[src/rtl/ro_scan_ctrl.sv]
// Ring-oscillator scan controller: enables one RO at a time, lets it settle,
// counts its edges over a fixed gate window and hands the count downstream.
module ro_scan_ctrl #(
  parameter int unsigned N_RO       = 8,
  parameter int unsigned SETTLE_CYC = 16,
  parameter int unsigned GATE_CYC   = 1024,
  parameter int unsigned CNT_W      = 16
) (
  input  logic              clk,
  input  logic              rst,
  input  logic              start,
  input  logic              cont,
  input  logic              ro_edge,
  output logic [N_RO-1:0]   ro_en,
  output logic              res_valid,
  input  logic              res_ready,
  output logic [3:0]        res_id,
  output logic [CNT_W-1:0]  res_count,
  output logic              busy,
  output logic              scan_done
);

  localparam int unsigned MAX_CYC = (SETTLE_CYC > GATE_CYC) ? SETTLE_CYC : GATE_CYC;
  localparam int unsigned TMR_W   = $clog2(MAX_CYC);
  localparam int unsigned IDX_W   = 4;

  localparam logic [TMR_W-1:0] SETTLE_LAST = TMR_W'(SETTLE_CYC - 1);
  localparam logic [TMR_W-1:0] GATE_LAST   = TMR_W'(GATE_CYC - 1);
  localparam logic [IDX_W-1:0] IDX_LAST    = IDX_W'(N_RO - 1);
  localparam logic [CNT_W-1:0] CNT_MAX     = '1;
  localparam logic [N_RO-1:0]  EN_ONE      = N_RO'(1);

  typedef enum logic [2:0] {
    S_IDLE,
    S_SETTLE,
    S_GATE,
    S_EMIT,
    S_NEXT
  } state_t;

  state_t             state, state_d;
  logic [IDX_W-1:0]   idx, idx_d;
  logic [TMR_W-1:0]   timer, timer_d;
  logic [CNT_W-1:0]   counter, counter_d;
  logic [N_RO-1:0]    ro_en_d;
  logic               res_valid_d;
  logic [3:0]         res_id_d;
  logic [CNT_W-1:0]   res_count_d;
  logic               busy_d;
  logic               scan_done_d;

  // State, datapath and all outputs registered together from the next-state view
  always_ff @(posedge clk or negedge rst) begin
    if (!rst) begin
      state     <= S_IDLE;
      idx       <= '0;
      timer     <= '0;
      counter   <= '0;
      ro_en     <= '0;
      res_valid <= 1'b0;
      res_id    <= '0;
      res_count <= '0;
      busy      <= 1'b0;
      scan_done <= 1'b0;
    end else begin
      state     <= state_d;
      idx       <= idx_d;
      timer     <= timer_d;
      counter   <= counter_d;
      ro_en     <= ro_en_d;
      res_valid <= res_valid_d;
      res_id    <= res_id_d;
      res_count <= res_count_d;
      busy      <= busy_d;
      scan_done <= scan_done_d;
    end
  end

  always_comb begin
    state_d     = state;
    idx_d       = idx;
    timer_d     = timer;
    counter_d   = counter;
    res_valid_d = res_valid;
    res_id_d    = res_id;
    res_count_d = res_count;
    scan_done_d = 1'b0;
    ro_en_d     = '0;
    busy_d      = 1'b0;

    case (state)
      S_IDLE: begin
        if (start) begin
          state_d = S_SETTLE;
          idx_d   = '0;
          timer_d = '0;
        end
      end

      S_SETTLE: begin
        if (timer == SETTLE_LAST) begin
          state_d   = S_GATE;
          timer_d   = '0;
          counter_d = '0;
        end else begin
          timer_d = timer + TMR_W'(1);
        end
      end

      // The closing GATE cycle's edge is folded into the emitted count
      S_GATE: begin
        if (ro_edge && (counter != CNT_MAX)) begin
          counter_d = counter + CNT_W'(1);
        end
        if (timer == GATE_LAST) begin
          state_d     = S_EMIT;
          timer_d     = '0;
          res_valid_d = 1'b1;
          res_id_d    = idx;
          res_count_d = counter_d;
        end else begin
          timer_d = timer + TMR_W'(1);
        end
      end

      S_EMIT: begin
        if (res_ready) begin
          state_d     = S_NEXT;
          res_valid_d = 1'b0;
          scan_done_d = (idx == IDX_LAST);
        end
      end

      S_NEXT: begin
        timer_d = '0;
        if (idx != IDX_LAST) begin
          idx_d   = idx + IDX_W'(1);
          state_d = S_SETTLE;
        end else if (cont) begin
          idx_d   = '0;
          state_d = S_SETTLE;
        end else begin
          state_d = S_IDLE;
        end
      end

      default: begin
        state_d = S_IDLE;
      end
    endcase

    if ((state_d == S_SETTLE) || (state_d == S_GATE)) begin
      ro_en_d = EN_ONE << idx_d;
    end
    busy_d = (state_d != S_IDLE);
  end

endmodule

[config.mk]
export PLATFORM = sky130hd
export DESIGN_NAME = ro_scan_ctrl
export DESIGN_NICKNAME = d
export VERILOG_FILES = /design/src/rtl/ro_scan_ctrl.sv
export SDC_FILE = /design/constraint.sdc
export NUM_CORES = 1
export LEC_CHECK = 0
export ABC_AREA = 0
export CAP_MARGIN = 20
export CORE_MARGIN = 3
export CORE_UTILIZATION = 40
export CTS_BUF_LIST = sky130_fd_sc_hd__clkbuf_4 sky130_fd_sc_hd__clkbuf_8
export DETAILED_ROUTE_END_ITERATION = 8
export SYNTH_ARGS = -nofsm -noshare
export SYNTH_HDL_FRONTEND = slang
export SYNTH_SLANG_ARGS = --single-unit
[constraint.sdc]
create_clock -name clk -period 2 [get_ports clk]
set_input_delay 0.3 -clock clk [delete_from_list [all_inputs] [get_ports clk]]
set_output_delay 0.3 -clock clk [all_outputs]
set_load 0.1 [all_outputs]
==> out/qor.yml, run 1 <==
run_status:
  status: "completed"
sta:
  hold_viol_final: 0
  timing.hold.ws_ps: 484
  timing.final.ws_setup_ps: 123
  drv_slew: 0
  fin_skew_ps: 10.2
  timing.final.crit_share_pct: 93.9
  setup-violations-final: 0
  tightest_slew_ps: 383
  relSlewSlack_pct: 74.4
  period_minus_slack_ps: 1880
  max_freq_ghz: 0.533
synth:
  syn_nets: 350
  synth_cells: 341
  synth_top_cell_by_area: "dfrtp_1"
  ys_warn_count: 0
  synth.area.top_cells: "dfrtp_1, xnor2_1, nand2_1"
  synthFlopType: "dfrtp_1"
  synth.top_cell.area_share_pct: 47.2
  seq_area_frac_synth_pct: 47.2
  ys_seq_elements: 64
  synth_area_um2: 3390
  ys_types: 58
  synth_area_per_cell_um2: 9.94
  async_flop_share_pct: 100
  synth-edff-count: 0
placement:
  gp_congestion: 0.784
  post-place-cells: 487
  port_buffers: 36
  pre_cts_slack_ps: -40.2
  dpl.hpwl_um: 5150
floorplan:
  start_util_pct: 42.5
  rows: 32
  die_width_um: 98.1
  dieArea_um2: 9610
  core_area_um2: 7970
  pin_count: 37
  dieHeight_um: 98.1
worst_setup_path:
  cp_max_fo: 8
  crit_type: "reg2reg"
  startpoint_type: "flip-flop"
  crit_arrival_ps: 2120
  crit_path_end_kind: "flip-flop"
  worstPathRequired_ps: 2240
pwr:
  p_leak_uw: 0.00188
  peakVddDrop_uv: 418
  p_per_area_nw_per_um2: 895
  total_power_uw: 3720
global_route:
  grt_pass1_wl_um: 12900
  first_global_vias: 2626
  track_usage_pct: 16.4
  grt-ovfl-total: 0
  antenna_found_initial: 0
  grt_start_max_net_pins: 65
clock_tree:
  clockBufferDepth: 2
  clk_latency_ps: 340
  cts_tree: "yes"
  cts_root_buffer: "clkbuf_8"
  path_clk_slew_ps: 70
  cts_buffers: 9
  clkSinkCount: 64
  cts_max_level: 3
drt:
  drt_wl_total_um: 7370
  wl_per_cell_um: 14.6
  drtPass1Iterations: 4
  viasPerCell: 5.23
  drt-initial-drc-count: 132
  drc_errors: 0
  antenna_left: 0
  vias: 2641
finish:
  layout-drive-gt1-share_pct: 27.3
  antennaDiodeCount: 0
  fillers: 728
  final_util_pct: 52.2
  fin_nets: 407
  area_delta_synth_final_pct: 22.7
  fin_cells: 505
  final_cell_mix: "dfrtp_1, buf_4, nand2_1, o21ai_0"
  layout_commonest_cell: "dfrtp_1"
run:
  cap_violations: 0
hold_path:
  min_path_type: "reg2reg"
## where the power goes
group          internal (µW)  switching, µW  leakage, µW  total, µW
Clock                    668            476     0.000110       1140
Combinational            423            614     0.000982       1040
Sequential              1410            132     0.000789       1540
Total                   2500           1220      0.00188       3720
## cell type report
class,count,area (µm²),share of cell area (%)
clock inverters,3,40.0,0.963
multi-input cells,247,1680,40.5
well taps,102,128,3.07
repair buffers,61,480,11.6
inverters,15,56.3,1.35
flip-flops and latches,64,1610,38.6
clock buffers,13,166,4.00
## registers in the layout, indices dropped and copies added, names as in the netlist
register and flops:
res_count 16, timer 10, ro_en 8, state 3
busy 1, counter 16, scan_done 1, idx 4
res_valid 1, res_id 4
## per-stage QoR
step                      instance area (µm²)  TNS (ps)
after floorplan                          3390         0
after global placement                   3910     -3.61
after detailed placement                 3910      -199
after CTS                                4120         0
after global routing                     4160     -4.30
final                                    4160         0
## routing by layer
layer  wire length, µm  track usage (%)  part of all wire [%]
met2              3350             24.6                    45
met1              3670             23.5                    50
met5                 0                0                     0
met4                91             5.75                   1.2
met3               260             3.43                   3.5
## worst max-delay path: stages, from the launching register on
cell      delay (ps)
dfrtp_1          400
ha_1             250
and4b_2          300
a31oi_4          220
nand4b_4         190
xnor2_2           70
buf_4            160
nor3_1           200
## cells in the mapped netlist, types with 3 or more instances
library cell  number
a21o_1             4
a21oi_1           16
a22o_1             6
a31oi_1            4
and3_1             3
buf_2              8
clkbuf_1           5
dfrtp_1           64
ha_1               3
inv_1             15
mux2_2             4
nand2_1           39
nand2b_1           5
nand3_1           12
nand3_2            3
nand3b_1           7
nand4_1            8
nor2_1            17
nor3_1            15
o211a_1            3
o21ai_0           23
o21ai_1            6
o21ai_2            3
or3_1              4
xnor2_1           17
## kinds of logic after synthesis
group | after synthesis | synth area share [%]
and+or+nand+nor | 141 | 25.3
AOI/OAI and AO/OA | 78 | 15.4
DFF | 64 | 47.3
buffers and inverters | 30 | 3.88
xor gates and xnor gates | 19 | 5.13
muxes | 6 | 1.92
adders and majority gates | 3 | 1.11
## path summary, 6_finish.rpt
| check | from | slack (ps) | depth (start not counted) | end |
|---|---|---|---|---|
| setup / recovery | timer[0]$_DFFE_PN0P_ | 120 | 7 | ro_en[5]$_DFF_PN0_ |
| hold / removal | res_count[6]$_DFFE_PN0P_ | 480 | 2 | res_count[6]$_DFFE_PN0P_ |
| setup reg to reg | timer[0]$_DFFE_PN0P_ | 120 | 7 | ro_en[5]$_DFF_PN0_ |
| hold reg to reg | res_count[6]$_DFFE_PN0P_ | 480 | 2 | res_count[6]$_DFFE_PN0P_ |
| max in group asynchronous | rst | 1210 | 3 | counter[5]$_DFFE_PN0P_ |
| min in group asynchronous | rst | 510 | 3 | timer[0]$_DFFE_PN0P_ |
## what timing repair did
action | in CTS | in global routing
hold endpoints to repair | 64 | 0
hold buffers | 1 | 0
endpoints found under the setup margin | 0 | 13
buffers inserted | 0 | 1
resized for setup | 0 | 8
No activity file was read; power rests on OpenSTA's default activity.
==> run 2, diff against run 1 <==
Settings changed: REMOVE_ABC_BUFFERS set to 1, SLEW_MARGIN set to 30.
==> out/qor.yml, run 2 (synthesized netlist as in run 1, its figures left out) <==
run_status:
  status: "finished, violations left"
  failed_checks: "hold timing"
floorplan:
  pin_count: 37  # unchanged
  rows: 32  # unchanged
  die_width_um: 98.1  # unchanged
  dieArea_um2: 9610  # unchanged
  core_area_um2: 7970  # unchanged
  start_util_pct: 42.5  # unchanged
  dieHeight_um: 98.1  # unchanged
worst_setup_path:
  crit_path_end_kind: "flip-flop"
  cp_max_fo: 8  # unchanged
  reg2reg_slack_ps: 140  # +20 ps
  r2r_start: "timer[0]$_DFFE_PN0P_"
  r2r_cells: 8  # +1
  crit_type: "reg2reg"
  worstPathRequired_ps: 2260  # +20 ps
  crit_arrival_ps: 2120  # about the same
  r2r-end: "ro_en[6]$_DFF_PN0_"
  startpoint_type: "flip-flop"
drt:
  drt-initial-drc-count: 129  # -2.3%
  vias: 2709  # +2.6%
  drc_errors: 0  # unchanged
  viasPerCell: 5.32  # +1.8%
  drt_wl_total_um: 7210  # -2.2%
  wl_per_cell_um: 14.2  # -2.9%
  drtPass1Iterations: 4  # unchanged
  antenna_left: 0  # unchanged
global_route:
  antenna_found_initial: 0  # unchanged
  grt_start_max_net_pins: 30  # -54%
  busiest_layer: "met2"
  track_usage_pct: 15.7  # -0.69 points
  met1_usage_pct: 22.0  # -1.5 points
  use_met2_pct: 23.8  # -0.73 points
  use_met3_pct: 2.93  # -0.50 points
  grt-ovfl-total: 0  # unchanged
  grt_pass1_wl_um: 12200  # -5.5%
  first_global_vias: 2530  # -3.7%
pwr:
  power.internal_uw: 2370  # -5.3%
  peakVddDrop_uv: 640  # +53%
  p_comb_share_pct: 28.6  # +0.7 points
  swShare_pct: 34.6  # +1.8 points
  p_per_area_nw_per_um2: 865  # -3.3%
  seqPwrFrac_pct: 41.9  # +0.5 points
  switchingPower_uw: 1250  # +2.6%
  total_power_uw: 3620  # -2.7%
  power_frac_clock_pct: 29.5  # -1.2 points
  p_leak_uw: 0.00190  # +1.0%
sta:
  max_freq_ghz: 0.538  # +0.98%
  rsz0062_at_grt: "yes"
  timing.hold.ws_ps: -8.16  # -492 ps
  timing.final.crit_share_pct: 92.9  # -0.91 points
  period_minus_slack_ps: 1860  # -18.2 ps
  fin_skew_ps: 6.77  # -3.39 ps
  timing.final.ws_setup_ps: 141  # +18.2 ps
  hold_viol_final: 15  # +15
  tightest_slew_ps: 674  # +291 ps
  setup-violations-final: 0  # unchanged
  drv_slew: 0  # unchanged
  relSlewSlack_pct: 55.1  # -19 points
clock_tree:
  cts_tree: "yes"
  cts_buffers: 9  # unchanged
  cts_root_buffer: "clkbuf_8"
  clockBufferDepth: 2  # unchanged
  path_clk_slew_ps: 70  # about the same
  clk_latency_ps: 340  # about the same
  cts_max_level: 3  # unchanged
  clkSinkCount: 64  # unchanged
finish:
  final_util_pct: 52.6  # +0.36 points
  final_area_um2: 4190  # +0.69%
  fillers: 731  # +0.41%
  fin_cells: 509  # +0.79%
  reg_top3: "counter: 16 flops, res_count: 16 flops, timer: 10 flops"
  layout_commonest_cell: "dfrtp_1"
  multiInputGateArea_um2: 1690  # +0.37%
  area_delta_synth_final_pct: 23.6
  fin_nets: 411  # +0.98%
  final_cell_mix: "dfrtp_1, buf_4, nand2_1, o21ai_0"
  regArea_um2: 1600  # -0.23%
  antennaDiodeCount: 0  # unchanged
  layout-drive-gt1-share_pct: 27.8  # +0.47 points
placement:
  gp_congestion: 0.779  # -0.71%
  place_area_um2: 3960  # +1.5%
  port_buffers: 36  # unchanged
  dpl.hpwl_um: 5220  # +1.3%
  post-place-cells: 493  # +1.2%
  pre_cts_slack_ps: -77.3  # -37.1 ps
run:
  cap_violations: 0  # unchanged
hold_path:
  min_path_type: "in2async"
-- run 2: final cells by class --
cell class	count	area share, %
inverter	15	1.34
multi-input combinational	247	40.3
sequential	64	38.2
clock inverter	4	0.657
timing repair buffer	65	12.4
tap	102	3.05
clock buffer	12	3.94
-- run 2: repair_timing --
action,in CTS,in global routing
endpoints found under the setup margin,0,13
hold buffers,0,0
gates resized for setup,0,6
buffers inserted,0,0
-- run 2: worst max path at each step --
stage,start,end,slack [ps]
6_report,timer[0]$_DFFE_PN0P_,ro_en[6]$_DFF_PN0_,140
4_1_cts,timer[8]$_DFFE_PN0P_,counter[0]$_DFFE_PN0P_,110
3_3_place_gp,ro_edge,counter[13]$_DFFE_PN0P_,20
3_5_place_dp,cont,ro_en[3]$_DFF_PN0_,-80
2_1_floorplan,state[1]$_DFF_PN0_,ro_en[0]$_DFF_PN0_,-530
5_1_grt,timer[0]$_DFFE_PN0P_,ro_en[5]$_DFF_PN0_,-10
-- run 2: worst max-delay path: stages, from the launching register on --
cell and delay (ps):
dfrtp_1 400, ha_1 250, and4b_1 280, buf_4 150
nand4_1 80, nand2_1 130, xnor2_2 150, buf_4 150
nor3_1 170
-- run 2: metrics by stage --
stage | TNS (ps) | hold slack, ps
after CTS | 0 | 8.57
after floorplan | -9900 | 4.41
final | 0 | -8.16
after global placement | 0 | 377
after detailed placement | -373 | 384
after global routing | -13.3 | 36.1
-- run 2: per-layer routing --
| metal | share of wire (%) | wire, µm |
|---|---|---|
| met5 | 0 | 0 |
| met4 | 1.9 | 135 |
| met3 | 3.2 | 231 |
| met2 | 45 | 3260 |
| met1 | 50 | 3580 |
-- run 2: power groups by stage --
stage               Combinational, µW  Clock, µW  Sequential (µW)
floorplan                         509          0             1730
global placement                 1010          0             1540
global route                     1140       1150             1540
finish                           1040       1070             1520
CTS                              1030       1100             1510
detailed placement               1030          0             1540
==> run 3, diff against run 2 <==
--- a/config.mk
+++ b/config.mk
@@ -9,7 +9,8 @@
 export CAP_MARGIN = 20
 export CORE_MARGIN = 3
-export CORE_UTILIZATION = 40
+export CORE_UTILIZATION = 53
 export CTS_BUF_LIST = sky130_fd_sc_hd__clkbuf_4 sky130_fd_sc_hd__clkbuf_8
 export DETAILED_ROUTE_END_ITERATION = 8
+export PLACE_DENSITY = 0.79
 export REMOVE_ABC_BUFFERS = 1
 export SLEW_MARGIN = 30
==> constraint.sdc (replaced) <==
create_clock -name clk -period 2 [get_ports clk]
set_input_delay 0.3 -clock clk [delete_from_list [all_inputs] [get_ports clk]]
set_output_delay 0.3 -clock clk [all_outputs]
set_load 0.05 [all_outputs]
==> out/qor.yml, run 3 (synthesized netlist as in run 1, its figures left out) <==
run_status:
  status: "completed"
global_route:
  antenna_found_initial: 0  # unchanged
  grt_start_max_net_pins: 30  # unchanged
  track_usage_pct: 20.0  # +4.3 points
  first_global_vias: 2516  # -0.55%
  grt_pass1_wl_um: 11800  # -3.6%
  grt-ovfl-total: 0  # unchanged
finish:
  fin_nets: 405  # -1.5%
  layout_commonest_cell: "dfrtp_1"
  area_delta_synth_final_pct: 24.1
  final_area_um2: 4210  # +0.48%
  reg_top3: "counter: 16 flops, res_count: 16 flops, timer: 10 flops"
  final_cell_mix: "dfrtp_1, nand2_1, clkdlybuf4s50_1, o21ai_0, buf_4"
  fin_cells: 476  # -6.5%
  layout-drive-gt1-share_pct: 19.7  # -8.1 points
  antennaDiodeCount: 0  # unchanged
pwr:
  switchingPower_uw: 1160  # -7.4%
  power_frac_clock_pct: 30.1  # +0.6 points
  p_per_area_nw_per_um2: 831  # -4.0%
  p_leak_uw: 0.00182  # -4.1%
  swShare_pct: 33.2  # -1.4 points
  total_power_uw: 3500  # -3.5%
  peakVddDrop_uv: 585  # -8.5%
  power.internal_uw: 2340  # -1.5%
  seqPwrFrac_pct: 44.4  # +2.5 points
  p_comb_share_pct: 25.6  # -3.0 points
clock_tree:
  clk_latency_ps: 340  # about the same
  cts_buffers: 9  # unchanged
  cts_root_buffer: "clkbuf_8"
  cts_tree: "yes"
  path_clk_slew_ps: 80  # about the same
  clockBufferDepth: 2  # unchanged
  cts_max_level: 3  # unchanged
  clkSinkCount: 64  # unchanged
placement:
  gp_congestion: 0.841  # +8.0%
  place_area_um2: 3920  # -1.1%
  port_buffers: 36  # unchanged
  dpl.hpwl_um: 4850  # -7.1%
  post-place-cells: 456  # -7.5%
  pre_cts_slack_ps: -17.8  # +59.5 ps
drt:
  vias: 2685  # -0.89%
  viasPerCell: 5.64  # +6.0%
  wl_per_cell_um: 14.2  # about the same
  drt_wl_total_um: 6750  # -6.4%
  antenna_left: 0  # unchanged
  drtPass1Iterations: 5  # +1
  drc_errors: 0  # unchanged
  drt-initial-drc-count: 105  # -19%
floorplan:
  pin_count: 37  # unchanged
  die_width_um: 86.0  # -12%
  start_util_pct: 55.9  # +13 points
  core_area_um2: 6060  # -24%
  dieArea_um2: 7390  # -23%
  dieHeight_um: 86.0  # -12%
  rows: 28  # -13%
worst_setup_path:
  r2r_start: "timer[0]$_DFFE_PN0P_"
  slowest_stage: "dfrtp_1"
  crit_type: "reg2reg"
  crit_end: "timer[4]$_DFFE_PN0P_"
  path_buf_inv: 0  # -2
  reg2reg_slack_ps: 140  # about the same
  slowest_delay_ps: 390  # about the same
  critical_path.top_delay_family: "compound AO/OA/AOI/OAI gates"
  r2r_cells: 6  # -2
  cp_max_fo: 11  # +3
  crit_path_end_kind: "flip-flop"
  startpoint: "timer[0]$_DFFE_PN0P_"
  worstPathRequired_ps: 2230  # -30 ps
  crit_chain: "ha_1 > and4b_1 > a31oi_4 > a21o_2 > a21o_1 > a22o_1"
  startpoint_type: "flip-flop"
  cp.depth: 6  # -2
  crit_arrival_ps: 2090  # -30 ps
  r2r-end: "timer[4]$_DFFE_PN0P_"
sta:
  drv_slew: 0  # unchanged
  fin_skew_ps: 11.3  # +4.58 ps
  max_freq_ghz: 0.537  # -0.13%
  hold_viol_final: 0  # -15
  rsz0062_at_grt: "no"
  setup-violations-final: 0  # unchanged
  period_minus_slack_ps: 1860  # +2.48 ps
  tightest_slew_ps: 504  # -169 ps
  fin_setup_tns_ps: 0  # unchanged
  relSlewSlack_pct: 66.3  # +11 points
  timing.final.ws_setup_ps: 139  # -2.48 ps
  timing.final.crit_share_pct: 93.1  # +0.12 points
hold_path:
  min_path_type: "in2async"
run:
  cap_violations: 0  # unchanged
run 3: worst register-to-register path, delay by kind of cell (launching register included):
family,cells,cell delay (ps)
compound gates,4,790
fa+ha+maj,1,230
flops,1,390
simple gates,1,350
run 3: through the flow:
stage          hold WS, ps  utilization (%)
3_3_place_gp           272             64.7
3_5_place_dp           277             64.7
6_report               446             69.4
4_1_cts                455             68.1
5_1_grt                499             69.4
2_1_floorplan         4.41                -
run 3: timing repair:
item / 4_1_cts / 5_1_grt
setup buffers: 0 / 3
pin swaps: 0 / 2
endpoints found under the hold margin: 17 / 0
endpoints found under the setup margin: 3 / 35
hold buffers: 1 / 0
resized for setup: 1 / 11
cloned: 0 / 0
run 3: how the worst min path moves through the flow:
stage	to
finish	res_count[14]$_DFFE_PN0P_
global route	res_count[13]$_DFFE_PN0P_
CTS	counter[14]$_DFFE_PN0P_
detailed placement	res_count[11]$_DFFE_PN0P_
global placement	res_count[11]$_DFFE_PN0P_
floorplan	busy$_DFF_PN0_
run 3: layout make-up:
cell class	instances	area, µm²
Clock buffer	11	151
Clock inverter	5	40.0
Fill cell	456	1850
Inverter	15	56.3
Multi-Input combinational cell	247	1710
Sequential cell	64	1610
Tap cell	75	93.8
Timing Repair Buffer	59	556
run 3: power by group through the flow:
stage | clock network [µW] | logic (µW) | registers (µW)
after global placement | 0 | 824 | 1550
final | 1050 | 894 | 1550
after CTS | 1060 | 851 | 1540
after global routing | 1130 | 988 | 1570
after detailed placement | 0 | 841 | 1570
after floorplan | 0 | 509 | 1630
run 3: routing by layer:
metal  vias to the layer above  GRT usage, %  wire [µm]  part of all wire [%]
met5                         -             0          0                     0
met4                         0          8.35        129                   1.9
met3                        13          3.36        266                   3.9
met2                        64          31.0       3120                    46
met1                      1276          27.8       3230                    48
li1                       1332             -          -                     -
